### config.mk
export PLATFORM = sky130hd
export DESIGN_NAME = multiprecision_add_sub
export DESIGN_NICKNAME = d
export VERILOG_FILES = /design/src/rtl/alu_pkg.sv /design/src/rtl/add_sub_slice.sv /design/src/rtl/multiprecision_add_sub.sv
export SDC_FILE = /design/constraint.sdc
export NUM_CORES = 1
export LEC_CHECK = 0
export CELL_PAD_IN_SITES_DETAIL_PLACEMENT = 0
export CELL_PAD_IN_SITES_GLOBAL_PLACEMENT = 2
export CORE_MARGIN = 10
export CORE_UTILIZATION = 37
export CTS_CLUSTER_SIZE = 20
export DETAILED_ROUTE_END_ITERATION = 12
export GPL_TIMING_DRIVEN = 0
export PLACE_DENSITY = 0.82
export REMOVE_ABC_BUFFERS = 1
export SYNTH_ARGS = -nofsm -noshare
export SYNTH_HDL_FRONTEND = slang
export SYNTH_SLANG_ARGS = --single-unit
### constraint.sdc
create_clock -name clk -period 7.77 [get_ports clk]
set_input_delay 1.1655 -clock clk [delete_from_list [all_inputs] [get_ports clk]]
set_output_delay 1.1655 -clock clk [all_outputs]
set_load 0.01 [all_outputs]
### src/rtl/alu_pkg.sv
// Shared types and constants for the multiprecision add/subtract unit.
package alu_pkg;

  typedef enum logic [1:0] {
    ADD_U = 2'b00,
    ADD_S = 2'b01,
    SUB_U = 2'b10,
    SUB_S = 2'b11
  } mode_t;

  typedef enum logic [1:0] {
    IDLE,
    BUSY,
    DONE
  } state_t;

  localparam int unsigned MODE_SUB_BIT    = 1;
  localparam int unsigned MODE_SIGNED_BIT = 0;

endpackage

### src/rtl/add_sub_slice.sv
// Combinational WIDTH-bit adder slice with carry in/out; subtraction is
// handled by the caller feeding an inverted operand and carry.
module add_sub_slice #(
  parameter int unsigned WIDTH = 8
) (
  input  logic [WIDTH-1:0] a,
  input  logic [WIDTH-1:0] b,
  input  logic             carry_in,
  output logic [WIDTH-1:0] sum,
  output logic             carry_out
);

  assign {carry_out, sum} = {1'b0, a} + {1'b0, b} + {{WIDTH{1'b0}}, carry_in};

endmodule

### src/rtl/multiprecision_add_sub.sv
// Multi-cycle add/subtract, one CHUNK_WIDTH slice per cycle, LSB first.
// Define ADD_SUB_FLAGS_EN to build the overflow/zero/negative flag logic.
module multiprecision_add_sub
  import alu_pkg::*;
#(
  parameter int unsigned WORD_WIDTH  = 32,
  parameter int unsigned CHUNK_WIDTH = 8
) (
  input  logic                  clk,
  input  logic                  rst,
  input  logic [1:0]            mode,
  input  logic [WORD_WIDTH-1:0] data_in_a,
  input  logic [WORD_WIDTH-1:0] data_in_b,
  input  logic                  carry_in,
  input  logic                  in_valid,
  output logic                  in_ready,
  output logic [WORD_WIDTH-1:0] sum,
  output logic                  carry_out,
  output logic                  overflow,
  output logic                  zero,
  output logic                  negative,
  output logic                  out_valid,
  input  logic                  out_ready
);

  localparam int unsigned SAFE_CW    = (CHUNK_WIDTH < 1) ? 1 : CHUNK_WIDTH;
  localparam int unsigned NUM_CHUNKS = WORD_WIDTH / SAFE_CW;
  localparam int unsigned IDX_W      = (NUM_CHUNKS > 1) ? $clog2(NUM_CHUNKS) : 1;
  localparam logic [IDX_W-1:0] LAST_IDX = IDX_W'(NUM_CHUNKS - 1);

  generate
    if ((CHUNK_WIDTH < 1) || (WORD_WIDTH < 2) || ((WORD_WIDTH % SAFE_CW) != 0)) begin : g_bad_params
      $error("multiprecision_add_sub: illegal WORD_WIDTH/CHUNK_WIDTH combination");
    end
  endgenerate

  state_t                 state, state_next;
  mode_t                  mode_r;
  logic [WORD_WIDTH-1:0]  a_r, b_r, sum_r;
  logic                   carry_r;
  logic [IDX_W-1:0]       idx;
  logic                   accept, done, sub;
  logic [CHUNK_WIDTH-1:0] a_chunk, b_chunk, s_chunk;
  logic                   c_chunk;

  assign in_ready  = (state == IDLE) && !rst;
  assign done      = (state == DONE);
  assign out_valid = done;
  assign accept    = in_valid && in_ready;
  assign sub       = mode_r[MODE_SUB_BIT];

  always_ff @(posedge clk or posedge rst) begin
    if (rst) state <= IDLE;
    else     state <= state_next;
  end

  always_comb begin
    state_next = state;
    unique case (state)
      IDLE:    if (accept) state_next = BUSY;
      BUSY:    if (idx == LAST_IDX) state_next = DONE;
      DONE:    if (out_ready) state_next = IDLE;
      default: state_next = IDLE;
    endcase
  end

  // Subtraction runs as A + ~B + ~borrow, so the operand is inverted per slice
  // and the carry register is seeded with the inverted borrow at accept.
  assign a_chunk = a_r[idx*CHUNK_WIDTH +: CHUNK_WIDTH];
  assign b_chunk = b_r[idx*CHUNK_WIDTH +: CHUNK_WIDTH] ^ {CHUNK_WIDTH{sub}};

  add_sub_slice #(.WIDTH(CHUNK_WIDTH)) u_slice (
    .a         (a_chunk),
    .b         (b_chunk),
    .carry_in  (carry_r),
    .sum       (s_chunk),
    .carry_out (c_chunk)
  );

  always_ff @(posedge clk or posedge rst) begin
    if (rst) begin
      mode_r  <= ADD_U;
      a_r     <= '0;
      b_r     <= '0;
      sum_r   <= '0;
      carry_r <= 1'b0;
      idx     <= '0;
    end else if (accept) begin
      mode_r  <= mode_t'(mode);
      a_r     <= data_in_a;
      b_r     <= data_in_b;
      sum_r   <= '0;
      carry_r <= carry_in ^ mode[MODE_SUB_BIT];
      idx     <= '0;
    end else if (state == BUSY) begin
      sum_r[idx*CHUNK_WIDTH +: CHUNK_WIDTH] <= s_chunk;
      carry_r <= c_chunk;
      idx     <= (idx == LAST_IDX) ? '0 : idx + 1'b1;
    end
  end

  assign sum = sum_r;
  // Final adder carry means "no borrow" when subtracting.
  assign carry_out = done && (carry_r ^ sub);

`ifdef ADD_SUB_FLAGS_EN
  logic a_msb, b_eff_msb, s_msb;
  assign a_msb     = a_r[WORD_WIDTH-1];
  assign b_eff_msb = b_r[WORD_WIDTH-1] ^ sub;
  assign s_msb     = sum_r[WORD_WIDTH-1];
  assign overflow  = done && mode_r[MODE_SIGNED_BIT] && (a_msb == b_eff_msb) && (s_msb != a_msb);
  assign zero      = done && (sum_r == '0);
  assign negative  = done && s_msb;
`else
  logic unused_signed_bit;
  assign unused_signed_bit = mode_r[MODE_SIGNED_BIT];
  assign overflow = 1'b0;
  assign zero     = 1'b0;
  assign negative = 1'b0;
`endif

endmodule

## Yosys cells after proc, flatten, opt, wreduce, memory -nomap -nowiden

Cells that the tools add are included.

- Eq/ne operators: 6
- Bitwise gates (word level): 3
- Shifts and indexed selects: 4
- Reductions and logical operators: 7
- Mux-type cells: 12
- $add $sub $neg: 4

Operators by type and width:

| cell | number |
|---|---|
| 32-bit two-way mux | 2 |
| 32-bit by 6-bit indexed part select with 8-bit output | 2 |
| 5-bit negation with 34-bit output | 1 |
| 8-bit by 34-bit variable shift with 32-bit output, first input constant | 1 |
| 8-bit by 34-bit indexed part select with 32-bit output | 1 |
| 32-bit bitwise mux | 1 |
| 2-bit two-way mux | 6 |
| 8-bit by 8-bit adder with 9-bit output | 1 |
| 9-bit by 1-bit adder with 9-bit output | 1 |
| 8-bit XOR | 1 |
| 2-bit case mux with 3 select lines | 1 |
| 2-bit equality test, second input constant | 2 |
| 2-bit != test, second input constant | 2 |
| 1-bit logical AND | 3 |
| 3-bit AND reduction | 1 |
| 2-bit by 1-bit adder with 2-bit output, second input constant | 1 |
| 2-bit by 1-bit equality test with 1-bit output, second input constant | 1 |
| 2-bit zero test | 1 |
| 1-bit two-way mux | 2 |
| 2-bit by 1-bit != test with 1-bit output, second input constant | 1 |
| 2-bit nonzero test | 1 |
| 1-bit XOR | 2 |
| 1-bit zero test | 1 |

- Output and inout bits: 38
- Bits in registers: 103
- Logic and storage cells: 43
- Input port bits: 71

## Logic depth before layout (Yosys ltp)

- Depth in word-level cells: 8
- Mapped depth: 11
- Depth with buffers taken out: 9

## Hierarchy

Synthesis repeated with hierarchy kept, for this count alone.

- Cells, all modules: 345
- Area, all modules: 4874.7 sq um

Modules (own cells, without submodules):

| module | area an instance (sq um) | cells each | instances |
|---|---|---|---|
| multiprecision_add_sub | 4543.1 | 303 | 1 |
| add_sub_slice | 331.6 | 42 | 1 |

## Worst setup path before layout

Ideal clock, no wire load.

- Path kind: register to register
- Start point: register idx[0]
- End point: register sum_r[14] (netlist: sum[14])
- Path buffers: 2
- Setup time: 0.121 ns
- Cell stages (with the launch flop): 12
- Arrival time: 2.760 ns
- Slack: 4.889 ns
- Cells stage by stage: dfrtp_1 buf_4 buf_6 mux4_2 xnor2_1 fa_1 fa_1 inv_1 a21o_1 a221oi_2 xnor2_1 a22o_1

- Longest elaborated chain between the ends: 8
- Elaborated cells on any way between the ends: 11
- Classes of those cells: 3 x add/sub; 4 x shift; 3 x mux; 1 x bitwise

Ends and longest elaborated chain:

| element | RTL line | source |
|---|---|---|
| start, declared | multiprecision_add_sub.sv:41 | `logic [IDX_W-1:0] idx;` |
| start signal, assigned | multiprecision_add_sub.sv:98 | `idx <= (idx == LAST_IDX) ? '0 : idx + 1'b1;` |
| 32-bit by 6-bit indexed part select with 8-bit output | multiprecision_add_sub.sv:70 | `assign b_chunk = b_r[idx*CHUNK_WIDTH +: CHUNK_WIDTH] ^ {CHUNK_WIDTH{sub}};` |
| 8-bit XOR | multiprecision_add_sub.sv:70 |  |
| 8-bit by 8-bit adder with 9-bit output | add_sub_slice.sv:13 | `assign {carry_out, sum} = {1'b0, a} + {1'b0, b} + {{WIDTH{1'b0}}, carry_in};` |
| 9-bit by 1-bit adder with 9-bit output | add_sub_slice.sv:13 |  |
| 8-bit by 34-bit indexed part select with 32-bit output | multiprecision_add_sub.sv:96 | `sum_r[idx*CHUNK_WIDTH +: CHUNK_WIDTH] <= s_chunk;` |
| 32-bit bitwise mux (*) | multiprecision_add_sub.sv:96 |  |
| 32-bit two-way mux (*) | multiprecision_add_sub.sv:95 | `end else if (state == BUSY) begin` |
| 32-bit two-way mux (*) | multiprecision_add_sub.sv:88 | `end else if (accept) begin` |
| end signal, assigned by index | multiprecision_add_sub.sv:96 |  |
| end, declared | multiprecision_add_sub.sv:39 | `logic [WORD_WIDTH-1:0] a_r, b_r, sum_r;` |

Every way passes the cells marked *; elsewhere a longest branch is shown, timed or not. The select of a mux whose other input is x is not followed.
A chain may end at the register's enable or synchronous reset.

## Final worst setup path

- Start point: input port rst
- End point: output port in_ready

- Longest elaborated chain between the ends: 2

Ends and longest elaborated chain:

| element | RTL line | source |
|---|---|---|
| start, declared | multiprecision_add_sub.sv:10 | `input logic rst,` |
| 1-bit zero test (no line) | - |  |
| 1-bit logical AND | multiprecision_add_sub.sv:46 | `assign in_ready = (state == IDLE) && !rst;` |
| end, declared | multiprecision_add_sub.sv:16 | `output logic in_ready,` |

Every way passes these cells.

==> flow_metrics.env <==
export IMPL_maxCapViolations=0
export IMPL_power_leakage_nw=2.63
export IMPL_clkTransAtPathRegs_ns=0.06
export IMPL_p_clk_frac=0.157
export IMPL_antenna_found_initial=0
export IMPL_cts_max_level=3
export IMPL_portBuffers=104
export IMPL_gp_congestion=0.761
export IMPL_finalHoldViolCount=0
export IMPL_final_core_util=0.494
export IMPL_grt_usage=0.122
export IMPL_row_count=41
export IMPL_path_class="input port to output pin"
export IMPL_io_pins=109
export IMPL_final_common_cell="clkdlybuf4s50_1"
export IMPL_netlist_area_mm2=0.00483
export IMPL_status="completed"
export IMPL_worst_clock_skew_ns=0.00711
export IMPL_worst_pin_slew_ns=1.03
export IMPL_synth_top_area_frac=0.528
export IMPL_p_per_area_mw_per_mm2=492
export IMPL_clkLatencyLatePin_ns=0.35
export IMPL_cts_setup_buffers=0
export IMPL_netSwitchingFraction=0.396
export IMPL_clk_path_buf_depth=2
export IMPL_grt_pass1_vias=3316
export IMPL_setup_violations=0
export IMPL_start_util=0.380
export IMPL_setup_worst_path_end_class="output pin"
export IMPL_rsz0062_at_grt="false"
export IMPL_finalCritPeriodShare=0.454
export IMPL_vdd_drop_max_v=0.000220
export IMPL_avgRoutedWirePerCell_um=17.7
export IMPL_hold_buffers=0
export IMPL_grt_pass1_wl_um=17600
export IMPL_start_kind="input port"
export IMPL_p_comb_frac=0.534
export IMPL_crit_required_ns=6.60
export IMPL_synthArstFlopShare=1.00
export IMPL_cts_sinks=102
export IMPL_path_max_fanout=2
export IMPL_synth_edff_count=0
export IMPL_die_h_um=134
export IMPL_area_growth_pct=30.1
export IMPL_synth_cells=339
export IMPL_seq_area_frac_synth=0.528
export IMPL_seq_power_share=0.308
export IMPL_vias=3039
export IMPL_antennaDiodeCount=0
export IMPL_cts_made_buffers=9
export IMPL_core_area_mm2=0.0127
export IMPL_ys_flop_type="dfrtp_1"
export IMPL_ys_types=41
export IMPL_grt_max_degree=77
export IMPL_overflow=0
export IMPL_cts_resized=0
export IMPL_drive_gt1_frac=0.249
export IMPL_ant_nets=0
export IMPL_dr_first_iter_drc_count=151
export IMPL_cts_root_buf="clkbuf_16"
export IMPL_first_pass_iters=4
export IMPL_fillers=1163
export IMPL_slew_violations=0
export IMPL_fin_nets=523
export IMPL_synth_top_cell_by_area="dfrtp_1"
export IMPL_dieArea_mm2=0.0180
export IMPL_postSynthAreaPerCell_um2=14.3
export IMPL_hold_class="flop to flop"
export IMPL_viasPerCell=4.95
export IMPL_fin_crit_ns=3.53
export IMPL_crit_arrival_ns=2.36
export IMPL_die_width_um=134
export IMPL_slew_headroom=0.316
export IMPL_clock_fmax_mhz=284
export IMPL_p_int_mw=1.87
export IMPL_synth_area_leaders="dfrtp_1 (53%), mux2_2 (15%), mux4_2 (7.5%), a22o_1 (4.3%), ha_1 (3.4%)"
export IMPL_synth_seq_cells=102
export IMPL_switching_power_mw=1.22
export IMPL_synth_warnings=0
export IMPL_drc=0
export IMPL_totalWireLength_um=10800
export IMPL_setup_tns_final_ns=0
export IMPL_hpwlAfterDp_um=7980
export IMPL_final_cell_mix="clkdlybuf4s50_1 (104), dfrtp_1 (101), mux2_2 (65), a22o_1 (24), mux4_2 (16)"
export IMPL_cts_tree="yes"
==> path summary, 6_finish.rpt <==
kind,startpoint,end,slack (ns),cells after the start
max,rst,in_ready,4.24,3
min,sum[17],sum[17],0.48,2
max reg2reg,idx[0],sum[12],4.27,9
min in group asynchronous,rst,state[1],1.32,2
max in group asynchronous,rst,b_r[19],5.74,3
min reg2reg,sum[17],sum[17],0.48,2
==> cell usage after synthesis (all sizes together), types with 2 or more instances <==
cell / number
ha: 13
a21o: 2
dfrtp: 102
xnor2: 8
nor2: 7
fa: 2
mux4: 16
xor2: 7
inv: 11
o21ai: 10
and3: 3
buf: 20
mux2: 65
a22o: 24
nand2b: 5
nand2: 12
nand3: 2
nor3: 3
a21oi: 9
o21bai: 2
==> cell type report <==
class	instances	area, um2	area share
Sequential cell	102	2550	0.406
Clock inverter	6	85.1	0.0135
Timing Repair Buffer	105	1070	0.170
Clock buffer	10	239	0.0380
Multi-Input combinational cell	208	2080	0.331
Tap cell	172	215	0.0342
Inverter	11	43.8	0.00697
==> kinds of logic (layout without fill, tap and decap cells) <==
| group | count (synthesis) | after routing | share of synthesized area |
|---|---|---|---|
| DFF | 102 | 102 | 0.528 |
| other | 1 | 3 | 0.000776 |
| AOI/OAI and AO/OA | 55 | 55 | 0.0875 |
| adders and majority gates | 15 | 15 | 0.0419 |
| buffers and inverters | 31 | 132 | 0.0430 |
| muxes | 81 | 81 | 0.226 |
| xor gates and xnor gates | 15 | 15 | 0.0272 |
| and+or+nand+nor | 39 | 39 | 0.0456 |
==> power by group through the flow <==
stage	Sequential, mW	Combinational, mW	Clock (mW)
finish	0.953	1.65	0.486
global route	0.993	1.85	0.515
CTS	0.960	1.67	0.499
detailed placement	0.969	1.66	0
global placement	0.960	1.64	0
floorplan	0.927	1.17	0
==> worst max-delay path, stage by stage <==
cell and delay [ns]:
clkdlybuf4s50_1 0.47, nor3_2 0.16, clkdlybuf4s50_1 0.57
==> through the flow <==
step                power, mW  instances  hold slack, ns  worst slack [ns]  instance area (um2)
global route             3.36        614           0.513              3.97                 6290
global placement         2.60        597           0.469              2.43                 5930
floorplan                2.09        321           0.475              3.93                 4670
finish                   3.09        614           0.483              4.24                 6290
detailed placement       2.63        598           0.475              4.23                 5960
CTS                      3.13        614           0.491              4.22                 6290
==> state kept, by name (all words and copies together) (netlist names) <==
register / flops
state: 2
sum: 32
carry_r: 1
mode_r: 1
idx: 2
a_r: 32
b_r: 32
==> per-layer routing <==
layer / vias up / GRT usage / wire length (um) / part of all wire
li1: 1428 / - / - / -
met1: 1526 / 0.156 / 5170 / 0.48
met2: 78 / 0.189 / 4940 / 0.46
met3: 7 / 0.0497 / 637 / 0.059
met4: 0 / 0.0290 / 99 / 0.0091
met5: - / 0 / 0 / 0
Note: power is estimated with default switching activity, not from simulation.
